**src/rtl/axi_stream_upsizer_if.sv**
```systemverilog
// AXI4-Stream bundle shared by the upsizer and its neighbours.
// Data width is a parameter; tkeep carries one bit per byte.
interface AXI4S #(
  parameter int unsigned AXI4S_DATA_BITS = 256
) ();
  logic [AXI4S_DATA_BITS-1:0]   tdata;
  logic [AXI4S_DATA_BITS/8-1:0] tkeep;
  logic                         tlast;
  logic                         tvalid;
  logic                         tready;

  modport m (output tdata, tkeep, tlast, tvalid, input tready);
  modport s (input tdata, tkeep, tlast, tvalid, output tready);
endinterface

```
**src/rtl/axi_stream_upsizer.sv**
```systemverilog
// Packs pairs of 256-bit stream beats into 512-bit beats, first beat in the low half.
// A lone trailing tlast beat is emitted with a zeroed upper half.
module axi_stream_upsizer (
  input logic clk,
  input logic rst_n,
  AXI4S.s     in,
  AXI4S.m     out
);
  localparam int unsigned IN_WIDTH  = $bits(in.tdata);
  localparam int unsigned OUT_WIDTH = $bits(out.tdata);
  localparam int unsigned IN_KEEP   = IN_WIDTH / 8;
  localparam int unsigned OUT_KEEP  = OUT_WIDTH / 8;

  if (IN_WIDTH == OUT_WIDTH) begin : g_pass
    assign out.tdata  = in.tdata;
    assign out.tkeep  = in.tkeep;
    assign out.tlast  = in.tlast;
    assign out.tvalid = in.tvalid;
    assign in.tready  = out.tready;
  end else if (IN_WIDTH == 256 && OUT_WIDTH == 512) begin : g_pack
    typedef enum logic {ST_EMPTY, ST_HALF} state_t;

    state_t                state, state_nx;
    logic                  half_valid;
    logic [IN_WIDTH-1:0]   half_data;
    logic [IN_KEEP-1:0]    half_keep;
    logic [OUT_WIDTH-1:0]  o_data, emit_data;
    logic [OUT_KEEP-1:0]   o_keep, emit_keep;
    logic                  o_last, emit_last, o_valid;
    logic                  accept, emit, load_half;

    assign half_valid = (state == ST_HALF);
    // Ready looks only at the output register, so a held half also stalls under backpressure.
    assign in.tready  = rst_n && (!o_valid || out.tready);
    assign accept     = in.tvalid && in.tready;

    always_comb begin
      state_nx  = state;
      emit      = 1'b0;
      load_half = 1'b0;
      emit_data = '0;
      emit_keep = '0;
      emit_last = 1'b0;
      if (accept) begin
        if (half_valid) begin
          emit      = 1'b1;
          emit_data = {in.tdata, half_data};
          emit_keep = {in.tkeep, half_keep};
          emit_last = in.tlast;
          state_nx  = ST_EMPTY;
        end else if (in.tlast) begin
          emit      = 1'b1;
          emit_data = {{IN_WIDTH{1'b0}}, in.tdata};
          emit_keep = {{IN_KEEP{1'b0}}, in.tkeep};
          emit_last = 1'b1;
        end else begin
          load_half = 1'b1;
          state_nx  = ST_HALF;
        end
      end
    end

    always_ff @(posedge clk or negedge rst_n) begin
      if (!rst_n) state <= ST_EMPTY;
      else        state <= state_nx;
    end

    always_ff @(posedge clk or negedge rst_n) begin
      if (!rst_n) begin
        half_data <= '0;
        half_keep <= '0;
      end else if (load_half) begin
        half_data <= in.tdata;
        half_keep <= in.tkeep;
      end
    end

    always_ff @(posedge clk or negedge rst_n) begin
      if (!rst_n) begin
        o_data  <= '0;
        o_keep  <= '0;
        o_last  <= 1'b0;
        o_valid <= 1'b0;
      end else if (emit) begin
        o_data  <= emit_data;
        o_keep  <= emit_keep;
        o_last  <= emit_last;
        o_valid <= 1'b1;
      end else if (out.tready) begin
        o_valid <= 1'b0;
      end
    end

    assign out.tdata  = o_data;
    assign out.tkeep  = o_keep;
    assign out.tlast  = o_last;
    assign out.tvalid = o_valid;
  end else begin : g_bad
    $error("axi_stream_upsizer: unsupported width pair");
  end
endmodule

```
**src/flat_wrapper.sv**
```systemverilog
// flat-port wrapper written by rule: the top's interface ports become plain ports
module axi_stream_upsizer_flat 
  (clk, rst_n, in_tdata, in_tkeep, in_tlast, in_tvalid, in_tready, out_tdata, out_tkeep, out_tlast, out_tvalid, out_tready);
  AXI4S #(.AXI4S_DATA_BITS(256)) in_i ();
  AXI4S #(.AXI4S_DATA_BITS(512)) out_i ();
  input logic clk;
  input logic rst_n;
  input wire logic [$bits(in_i.tdata)-1:0] in_tdata;
  input wire logic [$bits(in_i.tkeep)-1:0] in_tkeep;
  input wire logic [$bits(in_i.tlast)-1:0] in_tlast;
  input wire logic [$bits(in_i.tvalid)-1:0] in_tvalid;
  output wire logic [$bits(in_i.tready)-1:0] in_tready;
  output wire logic [$bits(out_i.tdata)-1:0] out_tdata;
  output wire logic [$bits(out_i.tkeep)-1:0] out_tkeep;
  output wire logic [$bits(out_i.tlast)-1:0] out_tlast;
  output wire logic [$bits(out_i.tvalid)-1:0] out_tvalid;
  input wire logic [$bits(out_i.tready)-1:0] out_tready;
  assign in_i.tdata = in_tdata;
  assign in_i.tkeep = in_tkeep;
  assign in_i.tlast = in_tlast;
  assign in_i.tvalid = in_tvalid;
  assign in_tready = in_i.tready;
  assign out_tdata = out_i.tdata;
  assign out_tkeep = out_i.tkeep;
  assign out_tlast = out_i.tlast;
  assign out_tvalid = out_i.tvalid;
  assign out_i.tready = out_tready;
  axi_stream_upsizer u_core (.clk(clk), .rst_n(rst_n), .in(in_i), .out(out_i));
endmodule
```
**config.mk**
```make
export PLATFORM = sky130hd
export DESIGN_NAME = axi_stream_upsizer_flat
export DESIGN_NICKNAME = d
export VERILOG_FILES = /design/src/rtl/axi_stream_upsizer_if.sv /design/src/rtl/axi_stream_upsizer.sv /design/src/flat_wrapper.sv
export SDC_FILE = /design/constraint.sdc
export NUM_CORES = 1
export LEC_CHECK = 0
export ABC_AREA = 1
export BUFFER_PORTS_ARGS = -buffer_cell sky130_fd_sc_hd__buf_2
export CORE_AREA = 4 4 340 342
export DETAILED_ROUTE_END_ITERATION = 10
export DIE_AREA = 0 0 344 346
export PLACE_DENSITY = 0.54
export RECOVER_POWER = 100
export SLEW_MARGIN = 20
export SYNTH_ARGS = -nofsm -noshare
export SYNTH_HDL_FRONTEND = slang
export SYNTH_SLANG_ARGS = --single-unit
export TNS_END_PERCENT = 100
```
**constraint.sdc**
```tcl
create_clock -name clk -period 2.5 [get_ports clk]
set_input_delay 0.25 -clock clk [delete_from_list [all_inputs] [get_ports clk]]
set_output_delay 0.25 -clock clk [all_outputs]
set_load 0.01 [all_outputs]
```
==> flow_metrics.py <==
metrics = {
    "outcome": {
        "status": "complete, no violations",
    },
    "route": {
        "ant_nets": 0,
        "routed_via_density": 4.845,
        "first_pass_iters": 5,
        "first_iter_violations": 2804,
        "wl_um": 146800,
        "via_count": 37990,
        "post-route-drc-count": 0,
        "drt-wirelength-per-cell_um": 18.73,
    },
    "synthesis": {
        "seq_area_frac_synth_pct": 54.54,
        "synthXorXnorAreaFrac_pct": 0,
        "synth_area_um2": 39780,
        "synth_top_family_by_area": "simple AND/OR/NAND/NOR gates",
        "syn_avg_cell_area_um2": 7.506,
        "yosysWarnings": 0,
        "ys_types": 15,
        "synthSimpleGateAreaFrac_pct": 38.18,
        "synth_compound_area_share_pct": 0.02516,
        "synth_adder_area_share_pct": 0,
        "syn_nets": 5593,
        "synth-seq-cells": 867,
        "synthMuxAreaShare_pct": 0,
        "synthCells": 5300,
    },
    "critical_path": {
        "cp_cell_sequence": "dlygate4sd3_1 > buf_8 > inv_1 > a21oi_4 > buf_4 > clkbuf_1 > nand4_1 > dlygate4sd3_1 > nand2_1",
        "crit_top_cell": "dlygate4sd3_1",
        "worstPathRequired_ns": 3.11,
        "startpoint_type": "primary input",
        "cp_max_fo": 19,
        "r2r_slack_ns": 0.28,
        "critPathSlowestCell": "dlygate4sd3_1",
        "reg2reg_depth": 5,
        "cp.arrival_ns": 2.84,
        "cpPeakStageDelay_ns": 0.61,
        "timing.rr.end": "u_core.g_pack.half_data[101]$_DFFE_PN0P_",
        "timing.rr.start": "u_core.g_pack.half_valid$_DFFE_PN0P_",
        "setup.worst_path.end_class": "register",
        "crit_type": "primary input to register",
        "startpoint": "rst_n",
    },
    "floorplanning": {
        "rows": 123,
        "die_area_um2": 119000,
        "dieWidth_um": 344,
        "core_um2": 112300,
        "start_util_pct": 35.41,
        "num_io_pins": 872,
        "die_y_um": 346,
    },
    "run": {
        "drv_cap": 0,
    },
    "sta": {
        "setup_violations": 0,
        "worstMarginPinSlew_ns": 1.460,
        "min_period_over_period_pct": 89.35,
        "hold_viol": 0,
        "rsz0062_at_grt": "false",
        "min_period_ns": 2.234,
        "tns_ns": 0,
        "relSlewSlack_pct": 2.688,
        "max_freq_mhz": 447.7,
        "finClkSkew_ns": 0.02667,
        "drv_slew": 0,
    },
    "clock_network": {
        "htree_levels": 3,
        "clkTransAtPathRegs_ns": 0.06,
        "numCtsBuffers": 100,
        "clock_sinks": 867,
        "cts_setup_buffers": 0,
        "clockBufferDepth": 3,
        "root_buffer": "clkbuf_16",
        "clkLatencyLatePin_ns": 0.69,
        "tritoncts": "built",
    },
    "layout": {
        "drive_above_1_share_pct": 8.416,
        "nNetsFinal": 6554,
        "syn2layout_area_growth_pct": 27.98,
        "finish.utilization_pct": 45.32,
    },
    "global_routing": {
        "grt_max_degree": 197,
        "grtUsageMet3_pct": 4.474,
        "antenna_found_initial": 7,
        "busiest_layer": "met2",
        "grt_pass1_vias": 36120,
        "use_met1_pct": 32.31,
        "met2_usage_pct": 38.33,
        "grt_pass1_wl_um": 225500,
        "grt_overflow": 0,
        "grtUsageTotal_pct": 23.84,
    },
    "power_and_ir_drop": {
        "power_uw": 47780,
        "powerDensity_nw_per_um2": 938.4,
        "peakVddDrop_v": 0.0007104,
        "p_leak_uw": 0.02886,
    },
    "hold_path": {
        "hp-class": "primary input to asynchronous set/reset pin",
    },
    "place": {
        "io_buffers": 871,
        "place_congestion": 0.8273,
        "hpwlAfterDp_um": 92740,
    },
}
[where the power goes]
group	switching [uW]	leakage [uW]	total [uW]	internal (uW)
Combinational	8400	0.0161	12300	3910
Clock	6230	0.00168	15300	9050
Sequential	2300	0.0110	20200	17900
Total	16900	0.0289	47800	30800
[registers in the layout (all words and copies together) (netlist names)]
name and flops:
u_core.g_pack.half_data 256, u_core.g_pack.half_keep 32, u_core.g_pack.half_valid 1, u_core.out.tdata 512
u_core.out.tkeep 64, u_core.out.tlast 1, u_core.out.tvalid 1
[cells by family (layout without fill, tap and decap cells)]
kind of cell,Yosys count,count (layout)
AOI/OAI and AO/OA,2,2
buffers and inverters,676,1709
DFF,867,867
other,0,7
and+or+nand+nor,3755,3755
[cell usage in the layout, fill, tap and decap left out, drive strengths merged]
cell            n
dfrtp         867
clkinv         22
clkinvlp        6
o21ai           1
inv           298
dlygate4sd3   292
bufinv         10
nand4         290
nor2            2
a21oi           1
buf           348
nand2        3175
clkbuf        733
nand3         288
diode           7
[through the flow]
stage	cell area [um2]	hold slack, ns	std cells	setup WS, ns
6_report	50910	0.07787	7840	0.2662
5_1_grt	50910	0.04398	7837	0.09928
4_1_cts	51780	0.003438	7834	0.1415
3_5_place_dp	45440	0.1111	7368	0.4465
3_3_place_gp	45440	0.1123	7368	0.4379
2_1_floorplan	39780	-0.04559	5300	1.106
[timing repair]
action | 4_1_cts | 5_1_grt
endpoints found under the setup margin | 0 | 1
hold endpoints to repair | 1100 | 0
gates resized for setup | 0 | 0
hold buffers | 292 | 0
[synthesized netlist by cell type]
library cell / instances / area (um2)
clkbuf_1: 121 / 454.2
a21oi_1: 1 / 5.000
buf_1: 17 / 63.81
nand3_1: 288 / 1441
inv_2: 1 / 3.750
o21ai_0: 1 / 5.000
buf_4: 5 / 37.54
nand2_1: 3175 / 11920
nor2_1: 1 / 3.750
dfrtp_1: 867 / 21700
nand4_1: 290 / 1814
inv_1: 292 / 1096
nor2_4: 1 / 11.26
buf_2: 235 / 1176
buf_6: 5 / 56.30
[worst max-delay path by stage]
stage | endpoint | slack, ns | cells past startpoint
2_1_floorplan | u_core.g_pack.half_data[177]$_DFFE_PN0P_ | 1.11 | 7
3_3_place_gp | u_core.out.tdata[495]$_DFFE_PN0P_ | 0.44 | 7
3_5_place_dp | u_core.out.tdata[495]$_DFFE_PN0P_ | 0.45 | 7
4_1_cts | u_core.g_pack.half_data[237]$_DFFE_PN0P_ | 0.14 | 6
5_1_grt | u_core.out.tkeep[11]$_DFFE_PN0P_ | 0.1 | 7
6_report | u_core.g_pack.half_data[237]$_DFFE_PN0P_ | 0.27 | 9
[layer usage]
metal / wire length (um) / up-vias
met2: 68370 / 1407
met5: 13 / -
met3: 10720 / 251
met4: 5423 / 2
li1: - / 18230
met1: 62320 / 18090
[layout make-up]
cell class                 instances  area (um2)
clock inverter                    43       561.8
sequential                       867       21700
multi-input combinational       3757       15210
clock buffer                     131        2850
timing repair buffer            1242        7594
antenna                            7       17.52
fill                           11600       61430
inverter                         293        1107
tap                             1500        1877
[worst max-delay path, delay by kind of cell]
| kind | cells | cell delay [ns] |
|---|---|---|
| AO/OA/AOI/OAI | 1 | 0.19 |
| AND/OR/NAND/NOR | 2 | 0.18 |
| buffers and inverters | 6 | 2.18 |
Power figures use the tool's default switching activity.
